===== src/rtl/ucdp_clk_div_pkg.sv =====
// ----------------------------------------------------------------------------
// ucdp_clk_div_pkg
//
// Purpose:
//   Shared types and constants for the programmable even-ratio clock divider.
//
// Contents:
//   state_e        2-bit FSM state encoding (IDLE / HIGH / LOW)
//   div_default_p  divisor value held in div_q out of reset
// ----------------------------------------------------------------------------
package ucdp_clk_div_pkg;

  typedef enum logic [1:0] {
    IDLE = 2'd0,
    HIGH = 2'd1,
    LOW  = 2'd2
  } state_e;

  localparam int div_default_p = 0;

endpackage : ucdp_clk_div_pkg


===== src/rtl/ucdp_clk_div.sv =====
// ----------------------------------------------------------------------------
// ucdp_clk_div
//
// Purpose:
//   Programmable even-ratio clock divider. Produces a registered, glitch-free,
//   50 % duty divided clock from clk_i. The high and low phases each last
//   div_i+1 clk_i cycles, so the divide factor is 2*(div_i+1). A new divisor
//   and the enable are only taken at period boundaries (IDLE->HIGH or
//   LOW->HIGH), so clk_o never produces a runt pulse outside of reset.
//   Intended to feed the clkb_i input of ucdp_clk_mux.
//
// Parameters:
//   width_p    width of div_i; divide range 2 .. 2^(width_p+1)
//
// Ports:
//   clk_i      in   1        source clock, only clock of the block
//   rst_an_i   in   1        synchronous active-low reset
//   en_i       in   1        divider enable, sampled in IDLE and at the end
//                            of each low phase
//   div_i      in   width_p  half-period minus one
//   clk_o      out  1        divided clock, straight from a flop
//   tick_o     out  1        strobe in the first cycle of each high phase
//   upd_o      out  1        strobe in the first high cycle of a period whose
//                            divisor differs from the previous period's
//   active_o   out  1        high while the FSM is not IDLE
//
// Notes:
//   A reset arriving in the middle of a high phase drops clk_o at that edge,
//   so the last high phase before reset may be shortened. This is accepted.
// ----------------------------------------------------------------------------
module ucdp_clk_div
  import ucdp_clk_div_pkg::*;
#(
  parameter int width_p = 4
) (
  input  logic               clk_i,
  input  logic               rst_an_i,
  input  logic               en_i,
  input  logic [width_p-1:0] div_i,
  output logic               clk_o,
  output logic               tick_o,
  output logic               upd_o,
  output logic               active_o
);

  localparam logic [width_p-1:0] cnt_one_lp = width_p'(1);
  localparam logic [width_p-1:0] div_rst_lp = width_p'(div_default_p);

  state_e             state_q, state_d;
  logic [width_p-1:0] cnt_q,   cnt_d;
  logic [width_p-1:0] div_q,   div_d;
  logic               clk_q,   clk_d;
  logic               tick_q,  tick_d;
  logic               upd_q,   upd_d;
  logic               active_q, active_d;

  // --------------------------------------------------------------------------
  // Next-state logic.
  // The counter holds the number of cycles still to spend in the current
  // phase after this one; it is always reloaded when it reaches zero, so it
  // never wraps. The divisor register div_q is only written when a new period
  // starts, which is what keeps a mid-period div_i change from distorting the
  // running period.
  // --------------------------------------------------------------------------
  always_comb begin
    state_d = state_q;
    cnt_d   = cnt_q;
    div_d   = div_q;
    tick_d  = 1'b0;
    upd_d   = 1'b0;

    case (state_q)
      IDLE: begin
        if (en_i) begin
          state_d = HIGH;
          cnt_d   = div_i;
          div_d   = div_i;
          tick_d  = 1'b1;
          upd_d   = (div_i != div_q);
        end
      end

      HIGH: begin
        if (cnt_q != '0) begin
          cnt_d = cnt_q - cnt_one_lp;
        end else begin
          // Low phase reuses the divisor latched for this period.
          cnt_d   = div_q;
          state_d = LOW;
        end
      end

      LOW: begin
        if (cnt_q != '0) begin
          cnt_d = cnt_q - cnt_one_lp;
        end else if (en_i) begin
          state_d = HIGH;
          cnt_d   = div_i;
          div_d   = div_i;
          tick_d  = 1'b1;
          upd_d   = (div_i != div_q);
        end else begin
          // div_q is kept so the next enable compares against the last
          // divisor actually used.
          state_d = IDLE;
        end
      end

      default: begin
        state_d = IDLE;
        cnt_d   = '0;
      end
    endcase

    // Outputs are computed from the next state so the flops present them in
    // the same cycle the FSM is in the corresponding state.
    clk_d    = (state_d == HIGH);
    active_d = (state_d != IDLE);
  end

  // --------------------------------------------------------------------------
  // State and output registers, synchronous active-low reset.
  // --------------------------------------------------------------------------
  always_ff @(posedge clk_i) begin
    if (!rst_an_i) begin
      state_q  <= IDLE;
      cnt_q    <= '0;
      div_q    <= div_rst_lp;
      clk_q    <= 1'b0;
      tick_q   <= 1'b0;
      upd_q    <= 1'b0;
      active_q <= 1'b0;
    end else begin
      state_q  <= state_d;
      cnt_q    <= cnt_d;
      div_q    <= div_d;
      clk_q    <= clk_d;
      tick_q   <= tick_d;
      upd_q    <= upd_d;
      active_q <= active_d;
    end
  end

  assign clk_o    = clk_q;
  assign tick_o   = tick_q;
  assign upd_o    = upd_q;
  assign active_o = active_q;

  // --------------------------------------------------------------------------
  // Structural invariants of the divider.
  // --------------------------------------------------------------------------
  a_clk_matches_state : assert property (@(posedge clk_i) disable iff (!rst_an_i)
    clk_q == (state_q == HIGH));

  a_active_matches_state : assert property (@(posedge clk_i) disable iff (!rst_an_i)
    active_q == (state_q != IDLE));

  a_tick_only_high : assert property (@(posedge clk_i) disable iff (!rst_an_i)
    tick_q |-> clk_q);

  a_upd_implies_tick : assert property (@(posedge clk_i) disable iff (!rst_an_i)
    upd_q |-> tick_q);

  a_state_legal : assert property (@(posedge clk_i) disable iff (!rst_an_i)
    state_q inside {IDLE, HIGH, LOW});

endmodule : ucdp_clk_div


===== config.mk =====
export PLATFORM = sky130hd
export DESIGN_NAME = ucdp_clk_div
export DESIGN_NICKNAME = d
export VERILOG_FILES = /design/src/rtl/ucdp_clk_div_pkg.sv /design/src/rtl/ucdp_clk_div.sv
export SDC_FILE = /design/constraint.sdc
export NUM_CORES = 1
export LEC_CHECK = 0
export CORE_MARGIN = 2
export CORE_UTILIZATION = 45
export CTS_CLUSTER_SIZE = 24
export DETAILED_ROUTE_END_ITERATION = 12
export PLACE_DENSITY = 0.68
export SYNTH_ARGS = -nofsm -noshare
export SYNTH_HDL_FRONTEND = slang
export SYNTH_SLANG_ARGS = --single-unit

===== constraint.sdc =====
create_clock -name clk_i -period 1.8 [get_ports clk_i]
set_input_delay 0.45 -clock clk_i [delete_from_list [all_inputs] [get_ports clk_i]]
set_output_delay 0.45 -clock clk_i [all_outputs]
set_load 0.02 [all_outputs]

Word-level counts from Yosys, hierarchy flattened
Index checks and enable logic that the tools add are counted.

Flip-flop bits (word level): 14. Bits in latches: 0. RAM bits: 0. Bits in read-only memories: 0. Output and inout port bits: 4. Word-level logic and storage cells: 36. Memories kept: 0.

$add $sub $neg: 1. Multipliers: 0. Divide/modulo/power cells: 0. Magnitude comparators: 0. Equality and inequality tests: 5. Shifts and indexed selects: 0. Multiplexer cells: 18. Bitwise gates (word level): 0. Reduce and logical (&&, ||, !) cells: 5.

Operators by type and width (count): two-way mux 4 bit (5); case mux 4 bit (3 select lines) (1); case mux 4 bit (2 select lines) (1); two-way mux 2 bit (3); case mux 2 bit (3 select lines) (1); two-way mux 1 bit (5); == test 2 x 1 -> 1 bit (second input constant) (2); inequality test 4 bit (1); case mux 1 bit (2 select lines) (2); nonzero test 2 bit (2); nonzero test 4 bit (1); subtractor 4 x 1 -> 4 bit (second input constant) (1); == test 2 bit (second input constant) (1); logical NOT 2 bit (1); inequality test 2 bit (second input constant) (1); AND reduction 2 bit (1).

Longest topological paths before layout
Gate-level depths: netlist of the first run.

Depth in word-level cells: 4. Mapped depth: 7. Depth with buffers taken out: 6.

Worst setup path after synthesis of the first run
No wires, ideal clock.

Path type: register to register. From: reg cnt_q[0]. To: reg active_q, in the netlist active_o. Arrival: 1.537 ns. Path slack: 0.148 ns. Cell stages (with the launch flop): 8. Path buffers: 1. Cells stage by stage: dfxtp_1 > inv_1 > ha_1 > or3b_4 > and2_1 > buf_6 > o21a_1 > o21a_1.

Cells in the longest elaborated chain, start to end: 4. Elaborated cells on any way between the ends: 5.

Ends and longest elaborated chain: start, declared (RTL line ucdp_clk_div.sv:50) `logic [width_p-1:0] cnt_q, cnt_d;`; start signal, assigned (RTL line ucdp_clk_div.sv:135) `cnt_q <= cnt_d;`; nonzero test 4 bit (*) (RTL line ucdp_clk_div.sv:84, ucdp_clk_div.sv:94); two-way mux 2 bit (on tied branches) (RTL line ucdp_clk_div.sv:94, ucdp_clk_div.sv:84); case mux 2 bit (3 select lines) (*) (RTL line ucdp_clk_div.sv:72) `case (state_q)`; nonzero test 2 bit (*) (RTL line ucdp_clk_div.sv:118) `active_d = (state_d != IDLE);`; end signal, assigned (RTL line ucdp_clk_div.sv:140) `active_q <= active_d;`; end, declared (RTL line ucdp_clk_div.sv:55) `logic active_q, active_d;`.

Every way passes the cells marked *; elsewhere a longest branch is shown, timed or not. A chain may end at the register's enable or synchronous reset.

Worst setup path after layout of the first run
From: reg cnt_q[0]. To: reg cnt_q[3].

Cells in the longest elaborated chain, start to end: 3. Elaborated cells on any way between the ends: 5.

Ends and longest elaborated chain (RTL line): subtractor 4 x 1 -> 4 bit or nonzero test 4 bit (tied branches); two-way mux 4 bit (on tied branches) (ucdp_clk_div.sv:94, ucdp_clk_div.sv:84); case mux 4 bit (3 select lines) (*) (ucdp_clk_div.sv:72).

Marked as above.

==> results of run 1 <==
flip-flops by register name (all words and copies together), names as in the netlist:
signal and flops:
cnt_q 4, div_q 4, state_q 2, active_o 1
clk_o 1, tick_o 1, upd_o 1
cell families after synthesis:
logic type | Yosys count | synth area share (%)
AOI/OAI and AO/OA | 22 | 20.92
muxes | 8 | 9.847
and+or+nand+nor | 32 | 23.08
xor gates and xnor gates | 5 | 5.384
DFF | 14 | 34.46
adders and majority gates | 1 | 1.538
buffers and inverters | 8 | 4.768
placed cells by master, fill, tap and decap left out, types with 4 or more instances in the layout:
cell type / n
sky130_fd_sc_hd__nor2b_1: 8
sky130_fd_sc_hd__dfxtp_1: 14
sky130_fd_sc_hd__a21oi_1: 4
sky130_fd_sc_hd__nand2_1: 5
sky130_fd_sc_hd__nor2_1: 4
sky130_fd_sc_hd__xor2_1: 4
sky130_fd_sc_hd__buf_4: 7
sky130_fd_sc_hd__mux2i_1: 8
sky130_fd_sc_hd__clkdlybuf4s50_1: 10
per-stage QoR:
step,cell area (µm²),std cells,hold slack (ps)
2_1_floorplan,813.3,90,517.6
3_3_place_gp,969.7,127,540.4
3_5_place_dp,969.7,127,546.7
4_1_cts,993.5,130,561.9
5_1_grt,1005,130,577.9
6_report,1005,130,558.3
worst max-delay path: cells and delay by family, from the launching register on:
kind / cells / cell delay [ps]
DFF: 1 / 350
and+or+nand+nor: 2 / 920
buffers and inverters: 1 / 70
adders and majority gates: 1 / 200
AOI/OAI and AO/OA: 1 / 110
layer usage:
metal	vias to the layer above	part of all wire [%]	global-route usage, %
met5	-	0	0
met4	0	1.5	9.714
met3	4	4.6	3.529
met2	19	47	31.94
met1	321	47	24.36
li1	348	-	-
synth_stat cells, drive strengths merged, types with 2 or more instances:
cell type and count:
nor2b 8, and2 2, dfxtp 14, nand2 5, inv 3, clkbuf 3
o21a 3, o21ai 2, a21boi 3, nand3 3, nor3 2, a21oi 5
buf 2, a211oi 2, mux2i 8, nor3b 2, xor2 4, or3 3
nor2 4
power by group through the flow:
stage	registers (mW)	logic (mW)	clock network, mW
2_1_floorplan	0.448	0.419	0
3_3_place_gp	0.454	0.588	0
3_5_place_dp	0.455	0.600	0
6_report	0.452	0.621	0.173
4_1_cts	0.447	0.603	0.181
5_1_grt	0.462	0.689	0.193
worst min path at each step:
stage | to | start | slack, ps
after global routing | div_q[0]$_SDFFE_PN0P_ | div_q[0]$_SDFFE_PN0P_ | 580
after global placement | div_q[3]$_SDFFE_PN0P_ | div_q[3]$_SDFFE_PN0P_ | 540
after detailed placement | div_q[0]$_SDFFE_PN0P_ | div_q[0]$_SDFFE_PN0P_ | 550
after CTS | div_q[3]$_SDFFE_PN0P_ | div_q[3]$_SDFFE_PN0P_ | 560
after floorplan | div_q[3]$_SDFFE_PN0P_ | div_q[3]$_SDFFE_PN0P_ | 520
final | div_q[3]$_SDFFE_PN0P_ | div_q[3]$_SDFFE_PN0P_ | 560
repair_timing:
item	CTS	global route
gates resized for setup	1	3
hold endpoints to repair	0	0
endpoints found under the setup margin	1	8
cloned	0	0
setup buffers	0	0
pin swaps	0	1
final cells by class:
type	instances	area, µm²	share of cell area (%)
well taps	25	31.28	3.113
repair buffers	17	152.6	15.19
flip-flops and latches	14	280.3	27.90
inverters	3	11.26	1.121
clock buffers	3	22.52	2.242
multi-input cells	68	506.7	50.44
==> impl_metrics.sql, run 1 <==
INSERT INTO impl_metrics (metric_group, metric, value, unit) VALUES
('sta', 'final_min_period_over_clock_period', '96.88', '%'),
('cells_and_area', 'num-nets-final', '115', ''),
('place', 'detailed_place_hpwl', '1.366', 'mm'),
('power', 'p_switching', '0.4800', 'mW'),
('route', 'ant_nets', '0', ''),
('worst_hold_path', 'hold_path.class', 'flip-flop to flip-flop', ''),
('cells_and_area', 'area_growth_syn_to_layout', '23.54', '%'),
('route', 'wl', '1.810', 'mm'),
('sta', 'max_slew.worst_pin.slew', '477.7', 'ps'),
('floorplan', 'i_o_pin_total', '11', ''),
('cells_and_area', 'diodes', '0', ''),
('route', 'route.vias.total', '692', ''),
('floorplan', 'start_util', '47.62', '%'),
('floorplan', 'dieArea', '2163', 'µm²'),
('cts', 'clock-root-buffer', 'sky130_fd_sc_hd__clkbuf_4', ''),
('power', 'internal_cell_power', '0.7661', 'mW'),
('cts', 'clkTransAtPathRegs', '80', 'ps'),
('cts', 'cts_tree', 'done', ''),
('critical_path', 'crit_path_end', 'cnt_q[3]$_SDFF_PN0_', ''),
('synthesis', 'synth_seq_area_share', '34.46', '%'),
('synthesis', 'post_synth_num_cell_types', '36', ''),
('power', 'ir_drop', '0.6197', 'mV'),
('sta', 'rsz0062_at_grt', 'false', ''),
('power', 'power.density_cell_area', '1240', 'nW/µm²'),
('synthesis', 'yosys_warnings', '0', ''),
('place', 'port_buffers', '10', ''),
('global_routing', 'grt_start_max_net_pins', '12', ''),
('critical_path', 'critical-path-max-stage-delay', '490', 'ps'),
('synthesis', 'post_synth_inst_count', '90', ''),
('critical_path', 'worst_setup_sp_type', 'flip-flop', ''),
('outcome', 'run_status', 'completed', ''),
('synthesis', 'synth_largest_area_cell', 'sky130_fd_sc_hd__dfxtp_1', ''),
('synthesis', 'ys_seq_elements', '14', ''),
('sta', 'achievable_clock_frequency', '0.5735', 'GHz'),
('cts', 'ctsHoldBuffers', '0', ''),
('cts', 'cts_num_sinks', '14', ''),
('critical_path', 'worst_path_max_delay_cell', 'sky130_fd_sc_hd__or3_2', ''),
('critical_path', 'critical_path.startpoint', 'cnt_q[0]$_SDFF_PN0_', ''),
('job', 'cap_violations', '0', ''),
('synthesis', 'synth-edff-count', '0', ''),
('critical_path', 'timing.critical_path.cells', 'inv_1, ha_2, or3b_4, or3_2, o2111ai_1', ''),
('floorplan', 'die-width', '46.51', 'µm'),
('cells_and_area', 'final_util', '58.83', '%'),
('cells_and_area', 'num-fill-cells', '154', ''),
('floorplan', 'dieHeight', '46.51', 'µm'),
('worst_hold_path', 'worstHoldPathCells', '2', ''),
('cts', 'htree_levels', '1', ''),
('critical_path', 'worstReg2RegStart', 'cnt_q[0]$_SDFF_PN0_', ''),
('sta', 'final.setup.tns', '0', 'ps'),
('cts', 'clock_insertion_delay_worst_skew', '270', 'ps'),
('synthesis', 'synth_nets', '98', ''),
('critical_path', 'cp.arrival', '1940', 'ps'),
('synthesis', 'post_synth.cell_area_avg', '9.036', 'µm²'),
('global_routing', 'track_usage', '19.57', '%'),
('power', 'fin_total_pwr', '1.246', 'mW'),
('cells_and_area', 'final_layout_size_suffix_gt1_share', '20.00', '%'),
('place', 'dp_slack', '3.288', 'ps'),
('sta', 'hold_viol_final', '0', ''),
('critical_path', 'worstSetupPathType', 'flip-flop to flip-flop', ''),
('cts', 'cts_inserted_buffers', '3', ''),
('critical_path', 'number_of_cells_traversed_by_the_worst_register_to_register_path', '5', ''),
('synthesis', 'synth-main-ff-cell', 'sky130_fd_sc_hd__dfxtp_1', ''),
('power', 'combinationalPowerShare', '49.9', '%'),
('power', 'share_clk_of_total_power', '13.8', '%'),
('critical_path', 'cp.required', '1990', 'ps'),
('sta', 'final.min_clock_period', '1744', 'ps'),
('critical_path', 'worst-path-max-fanout', '5', ''),
('floorplan', 'rows', '15', ''),
('route', 'initialDrtViolationCount', '16', ''),
('power', 'switching_share', '38.52', '%'),
('global_routing', 'global_route.overflow_total', '0', '');
Power figures use the tool's default switching activity.
==> inputs of run 2 (changes only) <==
--- a/config.mk
+++ b/config.mk
@@ -5,6 +5,7 @@
 export SDC_FILE = /design/constraint.sdc
 export NUM_CORES = 1
 export LEC_CHECK = 0
+export ABC_CLOCK_PERIOD_IN_PS = 1800
 export CORE_MARGIN = 2
 export CORE_UTILIZATION = 45
 export CTS_CLUSTER_SIZE = 24
==> results of run 2 <==
Same layout as run 1: the final DEF is identical, and so are final timing and power.
==> inputs of run 3 (changes only) <==
--- a/config.mk
+++ b/config.mk
@@ -11,6 +11,7 @@
 export CTS_CLUSTER_SIZE = 24
 export DETAILED_ROUTE_END_ITERATION = 12
 export PLACE_DENSITY = 0.68
+export SETUP_SLACK_MARGIN = 0.02
 export SYNTH_ARGS = -nofsm -noshare
 export SYNTH_HDL_FRONTEND = slang
 export SYNTH_SLANG_ARGS = --single-unit
==> impl_metrics.sql, run 3 (same netlist as run 1, synthesis figures left out) <==
INSERT INTO impl_metrics (metric_group, metric, value, unit) VALUES
('sta', 'max_slew.worst_pin.slew', '483.9', 'ps'),
('route', 'drt-pass1-iter-count', '5', ''),
('sta', 'final_min_period_over_clock_period', '94.28', '%'),
('cts', 'htree_levels', '1', ''),
('global_routing', 'global_route.overflow_total', '0', ''),
('route', 'detailed_route_wirelength_on_metal3', '74', 'µm'),
('route', 'wire_length_on_met1', '855', 'µm'),
('power', 'share_clk_of_total_power', '13.9', '%'),
('cells_and_area', 'num-fill-cells', '154', ''),
('route', 'top_signal_layer_used', 'met4', ''),
('sta', 'layout_setup_ws', '102.9', 'ps'),
('critical_path', 'worstSetupPathType', 'flip-flop to flip-flop', ''),
('sta', 'skew', '3.760', 'ps'),
('cts', 'clkTransAtPathRegs', '80', 'ps'),
('floorplan', 'rows', '15', ''),
('cells_and_area', 'num-nets-final', '115', ''),
('critical_path', 'worst_setup_sp_type', 'flip-flop', ''),
('worst_hold_path', 'hold_path.class', 'flip-flop to flip-flop', ''),
('critical_path', 'cp.arrival', '1900', 'ps'),
('global_routing', 'number_of_antenna_violations_at_the_first_check_in_global_routing', '0', ''),
('sta', 'final.setup.tns', '0', 'ps'),
('route', 'detail_route.drc_violations', '0', ''),
('place', 'finalWeightedCongestion', '0.8412', ''),
('cts', 'cts_inserted_buffers', '3', ''),
('power', 'ir_drop', '0.7226', 'mV'),
('place', 'dp_slack', '3.288', 'ps'),
('cts', 'post-cts-setup-buffers', '0', ''),
('power', 'power.leakage', '0.4093', 'nW'),
('global_routing', 'wire_length_of_the_first_global_routing_pass', '2.953', 'mm'),
('floorplan', 'placeableCoreArea', '1708', 'µm²'),
('floorplan', 'start_util', '47.62', '%'),
('sta', 'report.final.slew_viol_count', '0', ''),
('critical_path', 'worst-path-max-fanout', '5', ''),
('floorplan', 'i_o_pin_total', '11', ''),
('job', 'cap_violations', '0', ''),
('power', 'p_switching', '0.4934', 'mW'),
('cts', 'cts_num_sinks', '14', ''),
('cells_and_area', 'diodes', '0', ''),
('route', 'initialDrtViolationCount', '15', ''),
('place', 'place_inst', '127', ''),
('cells_and_area', 'layout.cells.non_filler', '130', ''),
('power', 'internal_cell_power', '0.7829', 'mW'),
('route', 'wl', '1.823', 'mm'),
('sta', 'worst_hold_slack_across_all_endpoints', '560.4', 'ps'),
('route', 'vias_per_cell', '5.392', ''),
('sta', 'setup_viol_count_final', '0', ''),
('power', 'seq_power_share', '35.6', '%'),
('floorplan', 'dieArea', '2163', 'µm²'),
('cts', 'clock_insertion_delay_worst_skew', '280', 'ps'),
('cts', 'cts_tree', 'done', ''),
('power', 'combinationalPowerShare', '50.6', '%'),
('cells_and_area', 'largestRegisters', 'cnt_q: 4 flops, div_q: 4 flops, state_q: 2 flops', ''),
('sta', 'final.min_clock_period', '1697', 'ps'),
('route', 'ant_nets', '0', ''),
('critical_path', 'critPathCaptureType', 'flip-flop', ''),
('floorplan', 'dieHeight', '46.51', 'µm'),
('outcome', 'run_status', 'completed', ''),
('global_routing', 'grt_start_max_net_pins', '12', ''),
('sta', 'slew_headroom', '67.70', '%'),
('power', 'power.density_cell_area', '1256', 'nW/µm²'),
('sta', 'hold_viol_final', '0', ''),
('floorplan', 'die-width', '46.51', 'µm'),
('route', 'wl_per_cell', '14.02', 'µm'),
('sta', 'rsz0062_at_grt', 'false', ''),
('cells_and_area', 'final_cell_mix', '13 x sky130_fd_sc_hd__dfxtp_1, 10 x sky130_fd_sc_hd__clkdlybuf4s50_1, 8 x sky130_fd_sc_hd__mux2i_1, 8 x sky130_fd_sc_hd__nor2b_1, 7 x sky130_fd_sc_hd__buf_4', ''),
('place', 'detailed_place_hpwl', '1.366', 'mm'),
('cells_and_area', 'area_growth_syn_to_layout', '24.92', '%'),
('power', 'switching_share', '38.66', '%'),
('cells_and_area', 'final_layout_size_suffix_gt1_share', '20.95', '%'),
('place', 'port_buffers', '10', ''),
('global_routing', 'track_usage', '19.57', '%'),
('global_routing', 'grt_pass1_vias', '670', ''),
('critical_path', 'cp.required', '2000', 'ps'),
('cells_and_area', 'mostFrequentLayoutCell', 'sky130_fd_sc_hd__dfxtp_1', ''),
('sta', 'achievable_clock_frequency', '0.5893', 'GHz'),
('route', 'wl_met2', '846', 'µm'),
('cts', 'cts_max_path_buffers', '2', ''),
('route', 'route.vias.total', '701', ''),
('cts', 'clock-root-buffer', 'sky130_fd_sc_hd__clkbuf_4', '');
-- run 3: cell counts in the layout (fill, tap and decap cells not counted) --
Identical to the previous run, type by type.
-- run 3: worst max-delay path, cell delays in order (launching register included) --
cell and delay, ps:
sky130_fd_sc_hd__dfxtp_2 350, sky130_fd_sc_hd__inv_1 90, sky130_fd_sc_hd__ha_4 160, sky130_fd_sc_hd__or3b_4 420, sky130_fd_sc_hd__or3_2 490, sky130_fd_sc_hd__o2111ai_1 110
-- run 3: metrics by stage --
step / power [mW] / util, % / cell area (µm²)
final: 1.276 / 59.49 / 1016
after global routing: 1.371 / 59.49 / 1016
after CTS: 1.236 / 58.32 / 996.0
after detailed placement: 1.055 / 56.78 / 969.7
after global placement: 1.042 / 56.78 / 969.7
after floorplan: 0.8667 / - / 813.3
-- run 3: power by group through the flow --
stage                     Clock [mW]  Sequential [mW]  Combinational, mW
after floorplan                    0            0.448              0.419
after global placement             0            0.454              0.588
after detailed placement           0            0.455              0.600
after CTS                      0.181            0.447              0.607
after global routing           0.193            0.464              0.715
final                          0.177            0.454              0.645
-- run 3: worst paths after layout --
path | cells past startpoint | to | startpoint | slack, ps
min | 2 | div_q[3]$_SDFFE_PN0P_ | div_q[3]$_SDFFE_PN0P_ | 560
min reg2reg | 2 | div_q[3]$_SDFFE_PN0P_ | div_q[3]$_SDFFE_PN0P_ | 560
max reg2reg | 5 | cnt_q[3]$_SDFF_PN0_ | cnt_q[0]$_SDFF_PN0_ | 100
max | 5 | cnt_q[3]$_SDFF_PN0_ | cnt_q[0]$_SDFF_PN0_ | 100
-- run 3: layout make-up --
type | instances | area [µm²] | share of cell area, %
inverters | 3 | 11.26 | 1.108
multi-input cells | 68 | 516.7 | 50.86
clock buffers | 3 | 22.52 | 2.217
repair buffers | 17 | 152.6 | 15.02
flip-flops and latches | 14 | 281.5 | 27.71
well taps | 25 | 31.28 | 3.079
-- run 3: layer usage --
layer	vias up	track usage, %
li1	349	-
met1	326	24.36
met2	19	31.94
met5	-	0
met4	0	9.714
met3	7	3.529
-- run 3: timing repair --
item,4_1_cts,5_1_grt
cloned,0,0
setup endpoints to repair,4,7
gates resized for setup,2,4
pin swaps,0,1
hold buffers,0,0
